==> config.mk <==
export PLATFORM = sky130hd
export DESIGN_NAME = icache_direct_mapped
export DESIGN_NICKNAME = d
export VERILOG_FILES = /design/src/rtl/icache_direct_mapped.sv
export SDC_FILE = /design/constraint.sdc
export NUM_CORES = 1
export LEC_CHECK = 0
export ABC_CLOCK_PERIOD_IN_PS = 11510
export CAP_MARGIN = 15
export CORE_ASPECT_RATIO = 1.25
export CORE_UTILIZATION = 55
export CTS_CLUSTER_DIAMETER = 200
export DETAILED_ROUTE_END_ITERATION = 6
export GPL_ROUTABILITY_DRIVEN = 0
export PLACE_DENSITY = 0.83
export RECOVER_POWER = 50
export SYNTH_ARGS = -nofsm -noshare
export SYNTH_HDL_FRONTEND = slang
export SYNTH_SLANG_ARGS = --single-unit
export TNS_END_PERCENT = 5
==> constraint.sdc <==
create_clock -name CLK -period 11.51 [get_ports CLK]
set_input_delay 1.151 -clock CLK [delete_from_list [all_inputs] [get_ports CLK]]
set_output_delay 1.151 -clock CLK [all_outputs]
set_load 0.005 [all_outputs]
==> src/rtl/icache_direct_mapped.sv <==
// rtl/icache_direct_mapped.sv - direct-mapped read-only instruction cache
// Hits are served combinationally; misses fill one word over iREN/iwait.
module icache_direct_mapped #(
  parameter int SETS   = 16,
  parameter int WORD_W = 32
) (
  input  logic              CLK,
  input  logic              nRST,
  input  logic              imemREN,
  input  logic [WORD_W-1:0] imemaddr,
  output logic              ihit,
  output logic [WORD_W-1:0] imemload,
  input  logic              flush,
  output logic              iREN,
  output logic [WORD_W-1:0] iaddr,
  input  logic              iwait,
  input  logic [WORD_W-1:0] iload,
  output logic [WORD_W-1:0] miss_count
);
  localparam int IDX_W = $clog2(SETS);
  localparam int TAG_W = WORD_W - IDX_W - 2;

  typedef enum logic {IDLE, FILL} state_t;

  state_t              state_q, state_d;
  logic [WORD_W-3:0]   fill_q, fill_d;
  logic [WORD_W-1:0]   miss_q, miss_d;
  logic [SETS-1:0]     valid_q, valid_d;
  logic [TAG_W-1:0]    tag_q  [SETS];
  logic [TAG_W-1:0]    tag_d  [SETS];
  logic [WORD_W-1:0]   data_q [SETS];
  logic [WORD_W-1:0]   data_d [SETS];

  logic [IDX_W-1:0]    req_idx, fill_idx;
  logic [TAG_W-1:0]    req_tag, fill_tag;
  logic                unused_byte_bits;

  assign req_idx  = imemaddr[IDX_W+1:2];
  assign req_tag  = imemaddr[WORD_W-1:IDX_W+2];
  assign fill_idx = fill_q[IDX_W-1:0];
  assign fill_tag = fill_q[WORD_W-3:IDX_W];
  assign unused_byte_bits = ^imemaddr[1:0];

  assign ihit = imemREN && valid_q[req_idx] && (tag_q[req_idx] == req_tag)
                && (state_q == IDLE) && !flush;
  assign imemload   = ihit ? data_q[req_idx] : '0;
  assign miss_count = miss_q;

  always_comb begin
    state_d = state_q;
    fill_d  = fill_q;
    miss_d  = miss_q;
    valid_d = valid_q;
    tag_d   = tag_q;
    data_d  = data_q;
    iREN    = 1'b0;
    iaddr   = '0;
    case (state_q)
      IDLE: begin
        if (imemREN && !ihit) begin
          fill_d  = imemaddr[WORD_W-1:2];
          miss_d  = miss_q + WORD_W'(1);
          state_d = FILL;
        end
      end
      FILL: begin
        // Fill runs to completion regardless of imemREN so the controller is never orphaned.
        iREN  = 1'b1;
        iaddr = {fill_q, 2'b00};
        if (!iwait) begin
          data_d[fill_idx]  = iload;
          tag_d[fill_idx]   = fill_tag;
          valid_d[fill_idx] = 1'b1;
          state_d           = IDLE;
        end
      end
      default: state_d = IDLE;
    endcase
    if (flush) begin
      valid_d = '0;
    end
  end

  always_ff @(posedge CLK) begin
    if (!nRST) begin
      state_q <= IDLE;
      fill_q  <= '0;
      miss_q  <= '0;
      valid_q <= '0;
    end else begin
      state_q <= state_d;
      fill_q  <= fill_d;
      miss_q  <= miss_d;
      valid_q <= valid_d;
      tag_q   <= tag_d;
      data_q  <= data_d;
    end
  end
endmodule

==> key figures <==
Power and ir drop
  – Clock network fraction of total power: 41.9%
  – Share of total power in sequential cells: between 50% and 60%
  – Part of the power in combinational logic: under 10%
  – Power density cells: 167 mW/mm2
  – Leakage power figure: 0.0148 uW
  – Power, Total: 7570 uW
  – Switching power total: between 1500 and 2000 uW
  – Worst IR drop on VDD: roughly 0.00016 V
  – Switching Share: between 20% and 30%
  – Int Pwr: about 6000 uW

Yosys
  – Number of flip-flops and latches in the synthesized netlist: a little over 1000
  – Yosys top cell area share: ~70%
  – Unique cell type count in the Yosys netlist: 60
  – Asr flop ratio synth: 0%
  – Top cells by area in the synthesized netlist: edfxtp_1 (70%), mux4_2 (15%), dfxtp_1 (4.0%)
  – Commonest cells post-synth: edfxtp_1 (928), mux4_2 (261), nand2_1 (95), mux2i_1 (87), dfxtp_1 (79)
  – Top-count cell post-synth: edfxtp_1
  – Post-Syn Area: 0.0396 mm2
  – Number of enable flip-flop cells after synthesis: between 900 and 1000
  – Number of instances in the synthesized netlist: between 1500 and 2000
  – Cell type contributing the most total cell area after synthesis: edfxtp_1
  – Syn avg cell area: 20.3 um2
  – Register area share after synthesis: around three quarters
  – Yosys warning total: 0
  – Dominant synthesized flop cell: edfxtp_1

Worst hold path
  – Type of the tightest min-delay check: flop to flop

Clock tree
  – CTS tree: built
  – Clock tree root buffer cell: clkbuf_16
  – CTS resizes: 0
  – Hold Buf Count CTS: 0
  – Total clock sinks: between 1000 and 1500
  – Number of setup buffers added after CTS: 0
  – Clock insertion delay at the later pin of the skew report: 0.67 ns
  – Bufs on Longest Clock Path: 3
  – Clock-pin slew on the worst setup and hold paths: around 0.07 ns
  – Total CTS buffers: 93
  – Maximum level of the CTS H-tree: 3

GRT
  – Number of global-route vias before repair: ~22000
  – Wire length of the first global-routing pass: between 100000 and 150000 um
  – Pin count of the biggest net entering global routing: between 80 and 90
  – Global route total overflow: 0
  – Total GRT Usage: 27.7%
  – Antenna violations before repair: 8

Setup path
  – Cells along the critical path: buf_6, buf_4, mux4_2, mux2i_1, mux2i_1, xnor2_1, nand4_1, nor4_2, nand4_1, buf_4, nor2b_1, clkdlybuf4s50_1
  – Type of the setup path with the least slack: input port to output port
  – Worst EP arrival: between 6 and 7 ns
  – Setup crit end kind: output port
  – Data required time at the worst endpoint: ~10 ns
  – CP top delay family: buffers and inverters
  – Largest fanout on the critical path: between 80 and 90
  – Crit start category: input port
  – Largest stage delay on the critical path: about 0.75 ns
  – Critical path buffers and inverters: 4
  – CP max stage cell: buf_6

Die
  – Num ports: 167
  – Core Box Area: ~0.071 mm2
  – Row count: 109
  – Die extent in x: between 200 and 250 um
  – Die Outline Area: between 0.07 and 0.08 mm2
  – Starting Density: 55.8%
  – Die H: approximately 300 um

Detailed routing
  – Routed length per instance: around 32 um
  – DRT iter0 DRCs: roughly 2400
  – Total Routed Length: between 90000 and 100000 um
  – Detailed-route vias per instance: between 6 and 7
  – DR DRC count: 0
  – Vias: roughly 21000
  – Remaining antenna violation count: 0
  – DR pass1 iterations: 5

Place
  – Placed instance area: 0.0422 mm2
  – Total of buffers placed on input and output ports: 162
  – Detail Placement HPWL: 49300 um

Layout
  – Layout cells sized above 1: between 20% and 30%
  – Final layout net count: 2215
  – Fill cell instance count of the final layout: ~4500
  – Seq. cell area: 0.0294 mm2
  – Area of combinational cells with multiple inputs: about 0.0096 mm2
  – Fin util: between 60% and 70%
  – Post-route cell area: 0.0454 mm2
  – Layout overhead on the synthesized area: 14.5%

Timing
  – Final period utilization: between 60% and 70%
  – Worst-case clock skew: 0.0402 ns
  – Max Freq: between 0.1 and 0.15 GHz
  – Count of pins over their slew limit: 167
  – Final setup violation count: 0
  – Transition at the pin with the smallest max-transition slack: roughly 3.1 ns
  – Setup Total Neg Slack: 0 ns
  – Relative max-transition margin: -108%
  – Count of endpoints failing hold in the final timing report: 0
  – Final min period: between 7 and 8 ns
  – Worst-case hold slack: roughly 0.47 ns
  – Setup repair after global routing missed its margin: false

Outcome
  – Violated checks: capacitance limit, slew limit
  – Status: finished, violations left

Run
  – Number of maximum-capacitance violations: 5
-- sequential cells by signal (all words and copies together) (netlist names) --
register,cells
data_q,512
tag_q,416
miss_count,32
fill_q,30
valid_q,16
state_q,1
-- per-stage QoR --
step                      worst slack (ns)  std cells
after floorplan                       5.47       1958
after global placement                4.62       2993
after detailed placement              4.50       2993
after CTS                             4.38       3165
after global routing                  4.16       3165
final                                 4.32       3168
-- layout make-up --
type,instances,share of cell area [%]
well taps,943,2.60
repair buffers,196,4.10
clock buffers,111,5.41
multi-input cells,822,21.2
flip-flops and latches,1007,64.9
clock inverters,61,1.57
inverters,25,0.212
diodes,3,0.0165
-- power groups by stage --
| stage | logic [uW] | clock network, uW | registers (uW) |
|---|---|---|---|
| CTS | 349 | 3200 | 4050 |
| detailed placement | 340 | 0 | 4130 |
| global route | 363 | 3330 | 4050 |
| floorplan | 225 | 0 | 4110 |
| finish | 345 | 3180 | 4050 |
| global placement | 330 | 0 | 4120 |
-- per-layer routing --
metal	global-route usage, %	vias up	wire length [um]
li1	-	8349	-
met1	34.2	10700	34300
met2	48.4	1406	51500
met3	4.87	288	9710
met4	12.2	12	4230
met5	0	-	79
-- cell families after synthesis --
kind of cell	share of synthesized area [%]
xor gates and xnor gates	0.553
other	0.00946
muxes	17.3
buffers and inverters	1.68
DFF	74.3
and+or+nand+nor	4.12
adders and majority gates	0.0316
AOI/OAI and AO/OA	1.98
-- worst min-delay path: stages, from the launching register on --
cell	delay (ns)
dfxtp_1	0.33
a21oi_1	0.04
nor2_1	0.07
-- final timing paths --
check	startpoint	endpoint	slack, ns	cells past startpoint
setup / recovery	imemaddr[4]	imemload[16]	4.32	12
hold / removal	valid_q[6]	valid_q[6]	0.47	2
setup reg to reg	state_q	tag_q[239]	6.68	5
hold reg to reg	valid_q[6]	valid_q[6]	0.47	2
-- placed cells by master, fill, tap and decap left out, drive strengths merged, types with 4 or more instances in the layout --
cell and instances:
and2 37, or4 4, nor3 16, inv 28, mux2 10, clkinvlp 7
nor2b 42, o31ai 4, o21a 15, mux2i 87, a21o 6, clkinv 40
or3 6, nand2 95, xor2 4, o22ai 8, a22oi 5, nand2b 12
nand3 13, bufinv 11, edfxtp 928, clkdlybuf4s50 114, mux4 261, a31oi 5
buf 34, o21ai 9, a21oi 43, dfxtp 79, nor2 49, nand4 10
and3 20, xnor2 21, a221oi 5, nor4 6, dlygate4sd3 43, clkbuf 116
(Power assumes the default switching activity.)
